File: src/rtl/pmem_write_buffer.sv
// pmem_write_buffer
// Line-granularity write buffer that sits between the cache hierarchy's
// physical-memory port and physical memory. Dirty-line writebacks are parked
// in a small circular FIFO and answered in one cycle, so a following line fill
// reaches memory first. Buffered lines drain whenever the upstream port is
// idle, and reads that hit a buffered line are served straight from the buffer.
//
// Build option: define WB_COALESCE_EN to merge a write into an already
// buffered copy of the same line instead of enqueueing a second entry.
module pmem_write_buffer #(
  parameter int DEPTH = 4
) (
  input  logic         clk,
  input  logic         rst_n,
  input  logic         mem_read,
  input  logic         mem_write,
  input  logic [31:0]  mem_address,
  input  logic [255:0] mem_wdata,
  output logic [255:0] mem_rdata,
  output logic         mem_resp,
  output logic         pmem_read,
  output logic         pmem_write,
  output logic [31:0]  pmem_address,
  output logic [255:0] pmem_wdata,
  input  logic         pmem_resp,
  input  logic [255:0] pmem_rdata,
  output logic         wb_empty
);

  localparam int PTR_W = $clog2(DEPTH);
  localparam int CNT_W = $clog2(DEPTH + 1);
  localparam logic [CNT_W-1:0] FULL_COUNT = CNT_W'(DEPTH);

  typedef enum logic [1:0] {
    IDLE,
    RESP,
    PREAD,
    PWRITE
  } state_t;

  state_t r_state;
  state_t w_stateNext;

  // FIFO bookkeeping
  logic [PTR_W-1:0] r_head;
  logic [PTR_W-1:0] r_tail;
  logic [CNT_W-1:0] r_count;
  logic [CNT_W-1:0] w_countNext;
  logic [DEPTH-1:0] r_valid;
  logic [26:0]      r_tag  [DEPTH];
  logic [255:0]     r_data [DEPTH];

  // Registered outputs
  logic [255:0] r_memRdata;
  logic         r_memResp;
  logic         r_pmemRead;
  logic         r_pmemWrite;
  logic [31:0]  r_pmemAddress;
  logic [255:0] r_pmemWdata;
  logic         r_wbEmpty;

  // Lookup and control strobes
  logic [26:0]      w_lineAddr;
  logic [PTR_W-1:0] w_scanIdx [DEPTH];
  logic             w_hit;
  logic [PTR_W-1:0] w_hitIdx;
  logic             w_full;
  logic             w_empty;
  logic             w_loadHit;
  logic             w_startRead;
  logic             w_capture;
  logic             w_enq;
  logic             w_coalesce;
  logic             w_startDrain;
  logic             w_pop;
  logic             w_unusedOffset;

  // The byte offset inside a line carries no meaning for a line buffer.
  assign w_unusedOffset = ^mem_address[4:0];

  assign w_lineAddr = mem_address[31:5];
  assign w_full     = (r_count == FULL_COUNT);
  assign w_empty    = (r_count == '0);

  // Physical slot of the k-th oldest entry, walking from head toward tail.
  always_comb begin
    for (int k = 0; k < DEPTH; k++) begin
      w_scanIdx[k] = r_head + PTR_W'(k);
    end
  end

  // Find the youngest valid entry whose tag matches the upstream line.
  always_comb begin
    w_hit    = 1'b0;
    w_hitIdx = r_head;
    for (int k = 0; k < DEPTH; k++) begin
      if (r_valid[w_scanIdx[k]] && (r_tag[w_scanIdx[k]] == w_lineAddr)) begin
        w_hit    = 1'b1;
        w_hitIdx = w_scanIdx[k];
      end
    end
  end

  // Next-state and action decode; IDLE arbitrates upstream requests by priority.
  always_comb begin
    w_stateNext  = r_state;
    w_loadHit    = 1'b0;
    w_startRead  = 1'b0;
    w_capture    = 1'b0;
    w_enq        = 1'b0;
    w_coalesce   = 1'b0;
    w_startDrain = 1'b0;
    w_pop        = 1'b0;
    case (r_state)
      IDLE: begin
        if (mem_read) begin
          if (w_hit) begin
            w_loadHit   = 1'b1;
            w_stateNext = RESP;
          end else begin
            w_startRead = 1'b1;
            w_stateNext = PREAD;
          end
        end else if (mem_write) begin
`ifdef WB_COALESCE_EN
          if (w_hit) begin
            w_coalesce  = 1'b1;
            w_stateNext = RESP;
          end else if (!w_full) begin
            w_enq       = 1'b1;
            w_stateNext = RESP;
          end else begin
            w_startDrain = 1'b1;
            w_stateNext  = PWRITE;
          end
`else
          if (!w_full) begin
            w_enq       = 1'b1;
            w_stateNext = RESP;
          end else begin
            w_startDrain = 1'b1;
            w_stateNext  = PWRITE;
          end
`endif
        end else if (!w_empty) begin
          w_startDrain = 1'b1;
          w_stateNext  = PWRITE;
        end
      end
      RESP: begin
        w_stateNext = IDLE;
      end
      PREAD: begin
        if (pmem_resp) begin
          w_capture   = 1'b1;
          w_stateNext = RESP;
        end
      end
      PWRITE: begin
        if (pmem_resp) begin
          w_pop       = 1'b1;
          w_stateNext = IDLE;
        end
      end
      default: begin
        w_stateNext = IDLE;
      end
    endcase
  end

  // Occupancy after this cycle's enqueue or pop (never both in one cycle).
  always_comb begin
    w_countNext = r_count;
    if (w_enq) begin
      w_countNext = r_count + CNT_W'(1);
    end else if (w_pop) begin
      w_countNext = r_count - CNT_W'(1);
    end
  end

  // State, FIFO pointers, valid bits and registered outputs.
  always_ff @(posedge clk) begin
    if (!rst_n) begin
      r_state       <= IDLE;
      r_head        <= '0;
      r_tail        <= '0;
      r_count       <= '0;
      r_valid       <= '0;
      r_memRdata    <= '0;
      r_memResp     <= 1'b0;
      r_pmemRead    <= 1'b0;
      r_pmemWrite   <= 1'b0;
      r_pmemAddress <= '0;
      r_pmemWdata   <= '0;
      r_wbEmpty     <= 1'b1;
    end else begin
      r_state     <= w_stateNext;
      r_count     <= w_countNext;
      r_wbEmpty   <= (w_countNext == '0);
      r_memResp   <= (w_stateNext == RESP);
      r_pmemRead  <= (w_stateNext == PREAD);
      r_pmemWrite <= (w_stateNext == PWRITE);
      if (w_enq) begin
        r_valid[r_tail] <= 1'b1;
        r_tail          <= r_tail + PTR_W'(1);
      end
      if (w_pop) begin
        r_valid[r_head] <= 1'b0;
        r_head          <= r_head + PTR_W'(1);
      end
      if (w_loadHit) begin
        r_memRdata <= r_data[w_hitIdx];
      end
      if (w_capture) begin
        r_memRdata <= pmem_rdata;
      end
      if (w_startRead) begin
        r_pmemAddress <= {w_lineAddr, 5'b00000};
      end
      if (w_startDrain) begin
        r_pmemAddress <= {r_tag[r_head], 5'b00000};
        r_pmemWdata   <= r_data[r_head];
      end
    end
  end

  // Entry payload; validity alone decides liveness, so no reset is needed here.
  always_ff @(posedge clk) begin
    if (w_enq) begin
      r_tag[r_tail]  <= w_lineAddr;
      r_data[r_tail] <= mem_wdata;
    end else if (w_coalesce) begin
      r_data[w_hitIdx] <= mem_wdata;
    end
  end

  assign mem_rdata    = r_memRdata;
  assign mem_resp     = r_memResp;
  assign pmem_read    = r_pmemRead;
  assign pmem_write   = r_pmemWrite;
  assign pmem_address = r_pmemAddress;
  assign pmem_wdata   = r_pmemWdata;
  assign wb_empty     = r_wbEmpty;

endmodule

File: config.mk
export PLATFORM = sky130hd
export DESIGN_NAME = pmem_write_buffer
export DESIGN_NICKNAME = d
export VERILOG_FILES = /design/src/rtl/pmem_write_buffer.sv
export SDC_FILE = /design/constraint.sdc
export NUM_CORES = 2
export LEC_CHECK = 0
export CORE_ASPECT_RATIO = 0.6
export CORE_MARGIN = 2
export CORE_UTILIZATION = 24
export DETAILED_ROUTE_END_ITERATION = 8
export PLACE_DENSITY = 0.54
export SYNTH_ARGS = -nofsm -noshare
export SYNTH_HDL_FRONTEND = slang
export SYNTH_SLANG_ARGS = --single-unit
File: constraint.sdc
create_clock -name clk -period 9.4 [get_ports clk]
set_input_delay 1.41 -clock clk [delete_from_list [all_inputs] [get_ports clk]]
set_output_delay 1.41 -clock clk [all_outputs]
set_load 0.02 [all_outputs]
== Word level (Yosys, flattened, before mapping) ==
Memories as Yosys holds them, arrays and structs flattened. A register that Yosys moved wholly into a read port is not among the register bits.
Cells that the tools add are included.

* Register bits after elaboration: 300
* Memory bits (writable): 1132
* Input port bits: 549
* Logic and storage cells: 110
* Memories: 2

* $add $sub $neg: 6
* Magnitude comparators: 7
* Eq/ne operators: 11
* Muxes and demuxes: 58
* Bitwise logic cells: 3
* Reduce and logical (&&, ||, !) cells: 12

{| class="wikitable"
|+ Memory list
! name !! depth !! bits a word !! rd ports !! clocked after Yosys merged registers in !! write ports !! RTL line !! source
|-
| r_data || 4 || 256 || 2 || 1 || 1 || 51 || <nowiki>logic [255:0] r_data [DEPTH];</nowiki>
|-
| r_tag || 4 || 27 || 4 || 1 || 1 || 50 || <nowiki>logic [26:0] r_tag [DEPTH];</nowiki>
|}

{| class="wikitable"
|+ Operator list
! operator !! count
|-
| $mux 256 || 2
|-
| $eq 27x27->1 || 4
|-
| $mux 32 || 2
|-
| $mux 1 || 30
|-
| $mux 2 || 12
|-
| $lt 2x3->1 const B || 5
|-
| $mux 4 || 3
|-
| $bmux 1 s2 || 4
|-
| $eq 2x2->1 const B || 4
|-
| $pmux 2 s4 || 1
|-
| $logic_and 1x1->1 || 6
|-
| $logic_not 3->1 || 2
|-
| $mux 3 || 2
|-
| $add 2x1->2 const B || 2
|-
| $add 2x2->2 const B || 2
|-
| $and 4x4->4 || 1
|-
| $demux 1 s2 || 2
|-
| $eq 2x1->1 const B || 2
|-
| $ge 2x1->1 const B || 2
|-
| $not 4->4 || 1
|-
| $or 4x4->4 || 1
|-
| $reduce_bool 2->1 || 2
|-
| $add 3x1->3 const B || 1
|-
| $eq 3x3->1 const B || 1
|-
| 3 further kinds || 3
|}

== Logic depth before layout (Yosys ltp) ==
* Depth in word-level cells: 12
* Depth in mapped cells: 23
* Gate-level depth less buffers: 12

== Least setup slack after synthesis ==
OpenSTA, ideal clock, no wires.

* Path kind: input to register
* Start point: input port mem_read
* End point: memory r_data[3][0] (enable)
* Arrival time: 8.578 ns
* Data required time: 8.719 ns
* Slack: 0.141 ns
* Stages on the path: 4
* Path buffers: 1
* Cells stage by stage: nor3_1 and3_1 clkbuf_1 and2_1

* Word-level cells in the longest chain between the ends: 4

{| class="wikitable"
|+ RTL lines
! what !! RTL line !! source
|-
| from (decl) || 15 || <nowiki>input logic mem_read,</nowiki>
|-
| $mux 1 || 116 || <nowiki>if (mem_read) begin</nowiki>
|-
| $mux 1 || 114 || <nowiki>case (r_state)</nowiki>
|-
| $mux 1 || 229 || <nowiki>if (w_enq) begin</nowiki>
|-
| $mux 1 (not written as such) || 231 || <nowiki>r_data[r_tail] <= mem_wdata;</nowiki>
|-
| to (decl) || 51 ||
|}

No other way between the ends.

==> impl_metrics.env <==
export IMPL_hold_class="reg2reg"
export IMPL_cp_end_kind="flop"
export IMPL_fin_nets=9468
export IMPL_cp_data_arrival_time_ns=7.50
export IMPL_post_route_min_period_ns=6.85
export IMPL_floorplan_die_height_um=457
export IMPL_crit_path_max_fanout=93
export IMPL_crit_chain="inv_8 > ha_1 > buf_4 > inv_2 > mux2i_1 > xnor2_1 > and4_1 > and4b_1 > and4b_4 > buf_4 > buf_12 > a211oi_1 > a311o_1 > a32oi_1 > a31oi_1"
export IMPL_timing_setup_tns_ns=0
export IMPL_yosys_warnings=0
export IMPL_antenna_violating_nets_post_route=0
export IMPL_cts_buffer_depth=4
export IMPL_die_wd_um=759
export IMPL_leakagePower_nw=33.5
export IMPL_h_tree_levels=4
export IMPL_cts_tree="yes"
export IMPL_final_hold_violation_count=0
export IMPL_worstReg2RegStart="r_head[1]$_SDFFE_PN0P_"
export IMPL_start_util_pct=24.1
export IMPL_start_kind="flop"
export IMPL_path_buf_inv=5
export IMPL_crit_path_max_incr_delay_ns=0.73
export IMPL_cp_slowest_cell="sky130_fd_sc_hd__buf_4"
export IMPL_hold_worst_slack_ns=0.453
export IMPL_final_cells=13700
export IMPL_number_of_global_route_vias_before_repair=71200
export IMPL_clk_pin_slew_ns=0.06
export IMPL_yosys_most_used_dff="sky130_fd_sc_hd__edfxtp_1"
export IMPL_place_inst=13300
export IMPL_route_vias_total=75300
export IMPL_drt_iter0_drc=8730
export IMPL_timing_final_setup_violations=0
export IMPL_netlist_instances=8299
export IMPL_wire_length_of_the_first_global_routing_pass_mm=526
export IMPL_globalRouteOverflowTotal=0
export IMPL_detail_route_first_pass_iterations=8
export IMPL_finalCoreUtilization_pct=30.3
export IMPL_cts_resized_gates=0
export IMPL_global_route_usage_total_pct=20.3
export IMPL_port_buffer_count=1086
export IMPL_cp_common_cell="sky130_fd_sc_hd__buf_4"
export IMPL_dp_worst_setup_slack_ns=2.35
export IMPL_clk_latency_ns=0.88
export IMPL_grt_antenna_before_repair=98
export IMPL_p_per_area_nw_per_um2=176
export IMPL_fraction_of_synthesis_flops_using_an_asynchronous_set_or_reset_pin_pct=0
export IMPL_unrepaired_setup_endpoints_after_global_routing="no"
export IMPL_outcome="completed"
export IMPL_netlist_cell_type_count=74
export IMPL_vias_per_cell=5.52
export IMPL_rows=166
export IMPL_number_of_enable_flip_flop_cells_after_synthesis=1132
export IMPL_slew_limit_headroom_pct=3.08
export IMPL_grt_start_max_net_pins=178
export IMPL_dp_hpwl_mm=229
export IMPL_cts_inserted_buffers=182
export IMPL_drt_wl_total_mm=374
export IMPL_area_growth_pct=25.7
export IMPL_detail_route_wl_per_cell_um=27.4
export IMPL_post_route_period_util_pct=72.9
export IMPL_worst_setup_path_type="reg2reg"
export IMPL_clock_root_buffer="sky130_fd_sc_hd__clkbuf_16"
export IMPL_finalWeightedCongestion=0.984
export IMPL_synth_top_area_cell="sky130_fd_sc_hd__edfxtp_1"
export IMPL_yosys_cell_count_top_type="sky130_fd_sc_hd__nand2_1"
export IMPL_clock_skew_final_ns=0.0990
export IMPL_drc_errors_left=0
export IMPL_fp_dieArea_sq_um=347000
export IMPL_core_area_sq_um=341000
export IMPL_worst_slew_pin_transition_ns=1.45
export IMPL_cts_hold_buf=0
export IMPL_syn_avg_cell_area_sq_um=9.90
export IMPL_final_max_slew_violation_count=0
export IMPL_worstPathRequired_ns=10.05
export IMPL_synth_seq_cells=1690
export IMPL_post_route_cells_drive_above_1_share_pct=5.82
export IMPL_worst_slack_ns=2.55
export IMPL_pin_count=1097
export IMPL_max_cap_violations=0
export IMPL_synth_top_cells_by_count="2,132 x sky130_fd_sc_hd__nand2_1, 1,132 x sky130_fd_sc_hd__edfxtp_1, 893 x sky130_fd_sc_hd__a21oi_1, 702 x sky130_fd_sc_hd__clkbuf_1, 558 x sky130_fd_sc_hd__dfxtp_1"
export IMPL_fmax_mhz=146
export IMPL_postCtsSetupBuffers=0
export IMPL_clkSinkCount=1690
export IMPL_start_point_of_the_worst_min_delay_path="pmem_wdata[62]$_SDFFE_PN0P_"
export IMPL_mappedNetlistArea_sq_um=82100
export IMPL_cells_taking_the_most_area_after_synthesis="sky130_fd_sc_hd__edfxtp_1 41%, sky130_fd_sc_hd__dfxtp_1 14%, sky130_fd_sc_hd__nand2_1 9.7%"
export IMPL_worstSetupStartpoint="r_head[1]$_SDFFE_PN0P_"
export IMPL_irDropWorstVdd_v=0.000149
export IMPL_ys_seq_area_share_pct=55.0
export IMPL_cpLargestDelayFamily="buffers and inverters"
export IMPL_synth_top_cell_area_share_pct=41.4
## state kept, by name (all words and copies together), names as in the netlist, named ones only
register and count:
r_tail 2, r_count 3, mem_resp 1, pmem_address 27, r_head 2, pmem_read 1, wb_empty 1, mem_rdata 256
pmem_wdata 256, r_tag 108, pmem_write 1, r_state 2, r_valid 4, r_data 1024
## worst reg2reg max path: cells and delay by family (launching register included)
kind                     cells  cell delay, ns
AND/OR/NAND/NOR              3            1.22
XOR/XNOR                     1            0.33
adder cells (fa/ha/maj)      1            0.48
multiplexers                 1            0.20
flip-flops                   1            0.51
buffers and inverters        5            2.77
AO/OA/AOI/OAI                4            1.20
## cell type report
class                           count  area, sq um
Fill cell                       34500       238000
Sequential cell                  1690        45200
Multi-Input combinational cell   5753        33600
Timing Repair Buffer             1259        12800
Tap cell                         4536         5680
Clock buffer                      257         5150
Clock inverter                     70          592
Antenna cell                       63          158
Inverter                           22          110
## stage by stage
stage / cell area, sq um / power [mW]
finish: 103000 / 18.2
CTS: 103000 / 18.3
floorplan: 82100 / 9.81
global route: 103000 / 18.8
global placement: 97400 / 11.1
detailed placement: 97400 / 11.1
## cells in the final DEF, fill, tap and decap left out, types with 53 or more instances in the layout
cell / n
sky130_fd_sc_hd__a211oi_1: 259
sky130_fd_sc_hd__a21boi_0: 145
sky130_fd_sc_hd__a21oi_1: 893
sky130_fd_sc_hd__a311o_1: 513
sky130_fd_sc_hd__a31oi_1: 289
sky130_fd_sc_hd__a32oi_1: 225
sky130_fd_sc_hd__and3_1: 259
sky130_fd_sc_hd__buf_4: 125
sky130_fd_sc_hd__clkbuf_16: 187
sky130_fd_sc_hd__clkdlybuf4s50_1: 1085
sky130_fd_sc_hd__dfxtp_1: 554
sky130_fd_sc_hd__diode_2: 63
sky130_fd_sc_hd__edfxtp_1: 1132
sky130_fd_sc_hd__mux2i_1: 88
sky130_fd_sc_hd__mux4_2: 53
sky130_fd_sc_hd__nand2_1: 2130
sky130_fd_sc_hd__o21ai_0: 268
sky130_fd_sc_hd__o21ai_1: 259
sky130_fd_sc_hd__xnor2_1: 68
## power by group
| group | switching, mW | internal (mW) |
|---|---|---|
| clock network | 3.20 | 4.00 |
| registers | 0.194 | 8.26 |
| logic | 1.57 | 0.951 |
| total | 4.96 | 13.2 |
## final timing paths
check                           cells past startpoint                           to  slack, ns
worst min register to register                      2  pmem_wdata[62]$_SDFFE_PN0P_       0.45
worst max register to register                     15   mem_rdata[76]$_SDFFE_PN0P_       2.55
worst min-delay path                                2  pmem_wdata[62]$_SDFFE_PN0P_       0.45
worst max-delay path                               15   mem_rdata[76]$_SDFFE_PN0P_       2.55
## cells by family after synthesis
kind of cell    count (synthesis)  synth area share (%)
other cells                     1               0.00457
fa+ha+maj                      11                 0.168
buf+inv                       860                  4.18
compound gates               2954                  24.3
flops                        1690                  55.0
xor+xnor                       91                 0.970
mux                           147                  2.61
simple gates                 2545                  12.8
## per-layer routing
layer | routed length, um | global-route usage (%) | part of all wire [%] | vias to the layer above
met4 | 13700 | 8.54 | 3.7 | 62
met1 | 158000 | 27.5 | 42 | 37600
li1 | - | - | - | 32700
met5 | 434 | 0 | 0.12 | -
met3 | 37200 | 5.33 | 10 | 715
met2 | 165000 | 30.7 | 44 | 4284
(Power assumes the default switching activity.)
